==> src/rtl/ff_reg_pkg.sv <==
// ff_reg_pkg: shared widths for ff_reg instances and ROB slot packing
package ff_reg_pkg;
    localparam int DEFAULT_WIDTH = 32;
    localparam int REGISTER_SIZE = 32;
    localparam int REG_ADDRESS_SIZE = 5;
    localparam int ROB_SLOT_WIDTH = REGISTER_SIZE + REG_ADDRESS_SIZE + 2;
    // Slot layout {data, dest, we, valid}: all-zero reads as an invalid entry
    function automatic logic [ROB_SLOT_WIDTH-1:0] rob_pack(
        input logic [REGISTER_SIZE-1:0]    data,
        input logic [REG_ADDRESS_SIZE-1:0] addr,
        input logic                        we,
        input logic                        valid
    );
        return {data, addr, we, valid};
    endfunction
endpackage

==> src/rtl/ff_reg.sv <==
// ff_reg: stallable, erasable storage register used as a ROB slot or pipeline stage
module ff_reg
    import ff_reg_pkg::*;
#(
    parameter int WIDTH = DEFAULT_WIDTH
) (
    input  logic             write,
    input  logic             reset,
    input  logic [WIDTH-1:0] in,
    input  logic             stall,
    input  logic             erase,
    output logic [WIDTH-1:0] out
);
    logic [WIDTH-1:0] q;
    always_ff @(posedge write or negedge reset)
        if (!reset)
            q <= '0;
        else if (erase)
            q <= '0;
        else if (!stall)
            q <= in;
    assign out = q;
endmodule

==> config.mk <==
export PLATFORM = sky130hd
export DESIGN_NAME = ff_reg
export DESIGN_NICKNAME = d
export VERILOG_FILES = /design/src/rtl/ff_reg_pkg.sv /design/src/rtl/ff_reg.sv
export SDC_FILE = /design/constraint.sdc
export NUM_CORES = 1
export LEC_CHECK = 0
export ABC_AREA = 1
export ABC_CLOCK_PERIOD_IN_PS = 800
export BUFFER_PORTS_ARGS = -buffer_cell sky130_fd_sc_hd__buf_2
export CORE_UTILIZATION = 40
export DETAILED_ROUTE_END_ITERATION = 16
export MAX_ROUTING_LAYER = met4
export PLACE_DENSITY = 0.81
export SYNTH_ARGS = -nofsm -noshare
export SYNTH_HDL_FRONTEND = slang
export SYNTH_SLANG_ARGS = --single-unit
==> constraint.sdc <==
create_clock -name write -period 0.8 [get_ports write]
set_input_delay 0.12 -clock write [delete_from_list [all_inputs] [get_ports write]]
set_output_delay 0.12 -clock write [all_outputs]
set_load 0.02 [all_outputs]
======== Yosys cells after proc, flatten, opt, wreduce, memory -nomap -nowiden ========
Cells that the tools add are included.
word-level totals
  flip-flop bits (word level) ............. 32
  bits in latches ......................... 0
  memory bits (writable) .................. 0
  memory bits (read-only) ................. 0
  input bits .............................. 36
  memories ................................ 0
operators by class
  add/subtract/negate cells ............... 0
  multiply operators ...................... 0
  divide/modulo/power cells ............... 0
  order comparisons ....................... 0
  equal/unequal tests ..................... 1
  shift-type cells ........................ 0
  muxes and demuxes ....................... 2
  bitwise operators ....................... 0
  reduce and logical (&&, ||, !) cells .... 0
operators with widths
  kind                count
  $mux 32             2
  $ne 2x1->1 const B  1

======== Logic depth before layout (Yosys ltp) ========
Gate-level depths: netlist of run 1.
  depth in word-level cells ............... 2
  gate-level depth with buffers ........... 5

======== Least setup slack after synthesis of run 1 ========
OpenSTA, ideal clock, no wires.
  kind .................................... register -> register
  start point ............................. register, netlist name out[0]
  end point ............................... register q[0], in the netlist out[0]
  setup time .............................. 0.117 ns
  arrival ................................. 0.581 ns
  data required time ...................... 0.683 ns
  path slack .............................. 0.102 ns
  stages on the path, launching flop included .. 3
  buffers on the path ..................... 0
  period minus slack after synthesis ...... 0.698 ns
  path through ............................ dfrtp_1 nand3_1 nand2_1
RTL lines
  element               RTL line      source
  to (signal assigned)  ff_reg.sv:21  q <= in;
  to (decl)             ff_reg.sv:14  logic [WIDTH-1:0] q;

======== Worst setup path after layout of run 1 ========
  start point ............................. register q[15], in the netlist out[15]
  end point ............................... output out[15]
RTL lines
  element    RTL line      source
  to (decl)  ff_reg.sv:12  output logic [WIDTH-1:0] out
No word-level cell between the ends.

==> impl_metrics.json, run 1 <==
{
  "hpwlAfterDp_mm": 2.03,
  "ys_ff_latch": 32,
  "finalNonFillerCells": 308,
  "ctsHtreeMaxLevel": 2,
  "slew-limit-headroom_pct": 82.3,
  "synth.largest_area_cell": "dfrtp_1",
  "cts_made_buffers": 5,
  "path_max_fanout": 2,
  "num_rows": 20,
  "synth_nets": 176,
  "fin_total_pwr_mw": 3.68,
  "drt_iter0_drc": 77,
  "wl_per_cell_um": 15.9,
  "postSynthAreaPerCell_um2": 9.22,
  "max_stage_delay_ns": 0.44,
  "hold_path_class": "in2reg",
  "synthesis.instances": 140,
  "grt_use_met3_pct": 5.71,
  "p_leak_nw": 1.35,
  "met1_usage_pct": 29.9,
  "cts_tree": "built",
  "grt.busiest_layer": "met2",
  "diodes": 0,
  "drt-total-wl_mm": 4.89,
  "largest_register_ffs": 32,
  "clkTransAtPathRegs_ns": 0.11,
  "yosysUniqueCellTypes": 7,
  "synth_top_area_share_pct": 62.0,
  "maxCapViolCount": 0,
  "r2r_setup_slack_ns": -0.13,
  "drive_above_1_share_pct": 43.9,
  "routabilityCongestion": 0.746,
  "initial_core_util_pct": 42.3,
  "seq_area_frac_synth_pct": 62.0,
  "first_pass_iters": 4,
  "synth_area_leaders": "dfrtp_1 (62%), nand2_1 (19%), nand3_1 (12%)",
  "powerDensity_mw_per_mm2": 1470,
  "synth_area_mm2": 0.00129,
  "violations": "setup timing",
  "path_buf_inv": 1,
  "arrival_ns": 0.94,
  "ios": 68,
  "grt_pass1_wl_mm": 7.07,
  "dp_cells": 247,
  "syn_to_final_growth_pct": 93.3,
  "die_w_um": 58.8,
  "period_needed_ns": 1.06,
  "finalMaxSlewViolations": 0,
  "drtAntennaViolNets": 0,
  "grt_max_degree": 33,
  "rsz0062_at_grt": "yes",
  "cp-end-kind": "output pin",
  "drt-vias-per-instance": 4.73,
  "grt_pass1_vias": 1480,
  "antenna_found_initial": 0,
  "vias": 1458,
  "startpoint_type": "flip-flop",
  "core_mm2": 0.00305,
  "crit_required_ns": 0.68,
  "fin_nets": 299,
  "die_area_mm2": 0.00346,
  "max_freq_ghz": 0.945,
  "crit_family": "flip-flops",
  "synth_warnings": 0,
  "period_share_pct": 132,
  "io_buffers": 67,
  "fin_skew_ns": 0,
  "dieHeight_um": 58.8,
  "crit_type": "reg2out",
  "clk-insertion-delay-late_ns": 0.33,
  "tightest_slew_ns": 0.266,
  "run_status": "finished with violations",
  "cts-root-buf": "clkbuf_4",
  "clkSinkCount": 32,
  "cp_cell_sequence": "buf_6",
  "drc": 0,
  "fin_ws_ns": -0.258,
  "track_usage_pct": 29.7,
  "setup_viol": 38,
  "ir_drop_v": 0.000969,
  "grt-ovfl-total": 0,
  "cts_max_path_buffers": 2,
  "slowest_stage": "dfrtp_1",
  "final_hold_viol_count": 0,
  "grt_util_met2_pct": 51.9,
  "post-place-ws_ns": 0.00971
}
report_power, final:
part	total (mW)	switching, mW	internal, mW
Clock	0.985	0.551	0.434
Combinational	0.912	0.422	0.489
Sequential	1.78	0.0763	1.71
Total	3.68	1.05	2.63
synthesized netlist by cell type, drive strengths merged:
cell type / instances
nand3: 32
inv: 1
nand2: 64
buf: 10
dfrtp: 32
nor2: 1
layout make-up:
type / count / area (µm²)
Clock buffer: 8 / 58.8
Inverter: 1 / 3.75
Tap cell: 44 / 55.1
Multi-Input combinational cell: 97 / 474
Timing Repair Buffer: 126 / 1100
Fill cell: 183 / 557
Sequential cell: 32 / 801
cell usage in the layout, fill, tap and decap left out, drive strengths merged:
cell         Yosys  final
buf             10     94
clkbuf           0      8
dfrtp           32     32
dlygate4sd3      0     32
inv              1      1
nand2           64     64
nand3           32     32
nor2             1      1
worst paths after layout:
path,startpoint,end,depth (start not counted)
min in group asynchronous,reset,out[11],3
setup / recovery,out[15],out[15],1
hold / removal,in[21],out[21],3
setup reg to reg,out[24],out[24],4
max in group asynchronous,reset,out[21],3
hold reg to reg,out[6],out[6],2
per-layer routing:
layer | up-vias | part of all wire (%)
met5 | - | 0
li1 | 690 | -
met4 | 0 | 3.6
met3 | 17 | 4.3
met1 | 687 | 37
met2 | 64 | 55
per-stage QoR:
step | hold WS (ns) | setup TNS (ns) | instance area [µm²] | util (%)
after CTS | 0.00422 | -6.06 | 2320 | 75.9
after global placement | 0.0895 | 0 | 1690 | 55.3
after global routing | 0.0401 | -8.11 | 2500 | 81.8
after detailed placement | 0.0863 | 0 | 1690 | 55.3
after floorplan | -0.176 | 0 | 1290 | -
final | 0.0519 | -6.76 | 2500 | 81.8
logic make-up (layout without fill, tap and decap cells):
group | Yosys count | in the layout | synth area share [%]
buffers and inverters | 11 | 135 | 6.10
DFF | 32 | 32 | 62.0
and+or+nand+nor | 97 | 97 | 31.9
what timing repair did:
action                                  4_1_cts  5_1_grt
hold endpoints to repair                     62        1
hold buffers                                 31        1
resized for setup                            64       16
buffers inserted                              8       13
endpoints found under the setup margin       32       38
pin swaps                                     0        9
(Power assumes the default switching activity.)
==> run 2: changes to the inputs <==
--- a/config.mk
+++ b/config.mk
@@ -10,7 +10,6 @@
 export BUFFER_PORTS_ARGS = -buffer_cell sky130_fd_sc_hd__buf_2
 export CORE_UTILIZATION = 40
 export DETAILED_ROUTE_END_ITERATION = 16
-export MAX_ROUTING_LAYER = met4
 export PLACE_DENSITY = 0.81
 export SYNTH_ARGS = -nofsm -noshare
 export SYNTH_HDL_FRONTEND = slang
==> run 2 against run 1 <==
Against the previous run:
- the run still ends with setup timing left
- global-route usage decreased by 0.79 points
- combinational power about the same
- count of clock-buffer cells in the layout unchanged
- sequential cell count unchanged
- final cell count unchanged
- register-to-register slack about the same
- design area unchanged
- clock skew unchanged
- largest power group unchanged
- highest routed layer unchanged
==> impl_metrics.json, run 2 (same netlist as run 1, synthesis figures left out) <==
{
  "clkSinkCount": 32,
  "crit_required_ns": 0.68,
  "drt-total-wl_mm": 4.85,
  "num_rows": 20,
  "cts-root-buf": "clkbuf_4",
  "clkTransAtPathRegs_ns": 0.11,
  "r2r-start": "out[24]",
  "dieHeight_um": 58.8,
  "initial_core_util_pct": 42.3,
  "intPower_mw": 2.63,
  "die_w_um": 58.8,
  "fin_ws_ns": -0.257,
  "p_switching_mw": 1.04,
  "run_status": "finished with violations",
  "p_sw_share_pct": 28.4,
  "n_fill_cell": 183,
  "tightest_slew_ns": 0.260,
  "wl_per_cell_um": 15.8,
  "first_pass_iters": 5,
  "cts_tree": "built",
  "finish.utilization_pct": 81.8,
  "dp_cells": 247,
  "finalMaxSlewViolations": 0,
  "grt_max_degree": 33,
  "ios": 68,
  "core_mm2": 0.00305,
  "cts_made_buffers": 5,
  "finalNonFillerCells": 308,
  "hp-start": "in[21]",
  "post-place-ws_ns": 0.00971,
  "crit_family": "flip-flops",
  "p_comb_share_pct": 24.8,
  "diodes": 0,
  "grt-ovfl-total": 0,
  "track_usage_pct": 28.9,
  "cts_max_path_buffers": 2,
  "drc": 0,
  "max_freq_ghz": 0.946,
  "period_needed_ns": 1.06,
  "die_area_mm2": 0.00346,
  "arrival_ns": 0.94,
  "period_share_pct": 132,
  "path_buf_inv": 1,
  "drt-vias-per-instance": 4.78,
  "fin_nets": 299,
  "drt_iter0_drc": 58,
  "grt_pass1_vias": 1484,
  "worstSetupStartpoint": "out[15]",
  "final_cell_mix": "nand2_1 (61), buf_2 (35), buf_6 (34)",
  "rsz0062_at_grt": "yes",
  "clk-insertion-delay-late_ns": 0.33,
  "ir_drop_v": 0.000969,
  "syn_to_final_growth_pct": 93.3,
  "ctsHtreeMaxLevel": 2,
  "drtAntennaViolNets": 0,
  "slew-limit-headroom_pct": 82.7,
  "hpwlAfterDp_mm": 2.03,
  "final_hold_viol_count": 0,
  "drive_above_1_share_pct": 43.9,
  "cp_cell_sequence": "buf_6",
  "maxCapViolCount": 0,
  "powerDensity_mw_per_mm2": 1470,
  "startpoint_type": "flip-flop",
  "hold_path_class": "in2reg",
  "vias": 1473,
  "routabilityCongestion": 0.737,
  "p_leak_nw": 1.35,
  "crit_type": "reg2out",
  "largest_register_ffs": 32,
  "io_buffers": 67,
  "max_stage_delay_ns": 0.44,
  "layout_commonest_cell": "nand2_1",
  "grt_pass1_wl_mm": 7.09,
  "clkPwrFrac_pct": 26.7,
  "whs_ns": 0.0583,
  "path_max_fanout": 2,
  "slowest_stage": "dfrtp_1",
  "setup_viol": 37,
  "fin_skew_ns": 0,
  "seq_power_share_pct": 48.5,
  "violations": "setup timing",
  "antenna_found_initial": 0,
  "r2r_setup_slack_ns": -0.13,
  "cp-end-kind": "output pin"
}
==> run 2: cell counts in the layout (fill, tap and decap cells not counted) <==
No cell type changed its count.
==> run 2: power groups by stage <==
stage / combinational (mW) / sequential [mW] / clock [mW]
2_1_floorplan: 0.161 / 1.90 / 0
3_3_place_gp: 0.533 / 1.78 / 0
3_5_place_dp: 0.543 / 1.78 / 0
4_1_cts: 0.797 / 1.77 / 0.963
5_1_grt: 0.969 / 1.79 / 1.12
6_report: 0.911 / 1.78 / 0.980
==> run 2: final timing paths <==
| check | to | cells past startpoint |
|---|---|---|
| min reg2reg | out[6] | 2 |
| min in group asynchronous | out[11] | 3 |
| min | out[21] | 3 |
| max | out[15] | 1 |
| max reg2reg | out[24] | 4 |
| max in group asynchronous | out[8] | 3 |
==> run 2: worst register-to-register path, stage by stage (launching register included) <==
cell and delay [ns]:
dfrtp_1 0.43, buf_4 0.15, buf_4 0.12, nand3_2 0.07, nand2_2 0.06
==> run 2: stage by stage <==
stage	TNS, ns	instance area (µm²)	power [mW]
final	-6.68	2500	3.67
after global routing	-8.41	2500	3.88
after CTS	-6.06	2320	3.53
after detailed placement	0	1690	2.32
after global placement	0	1690	2.32
after floorplan	0	1290	2.06
==> run 2: final cells by class <==
class	instances	area, µm²	share of cell area, %
Tap cell	44	55.1	2.21
Multi-Input combinational cell	97	474	19.0
Timing Repair Buffer	126	1100	44.2
Inverter	1	3.75	0.150
Sequential cell	32	801	32.1
Clock buffer	8	58.8	2.36
==> run 2: routing by layer <==
metal  track usage (%)  part of all wire [%]  up-vias
li1                  -                     -      691
met1              29.1                    37      697
met2              52.9                    55       69
met3              8.57                   5.0       16
met4              16.0                   3.5        0
met5                 0                     0        -
==> run 2: what timing repair did <==
action	4_1_cts	5_1_grt
hold buffers	31	1
endpoints found under the setup margin	32	38
endpoints found under the hold margin	62	1
resized for setup	64	16
pin swaps	0	9
setup buffers	8	13
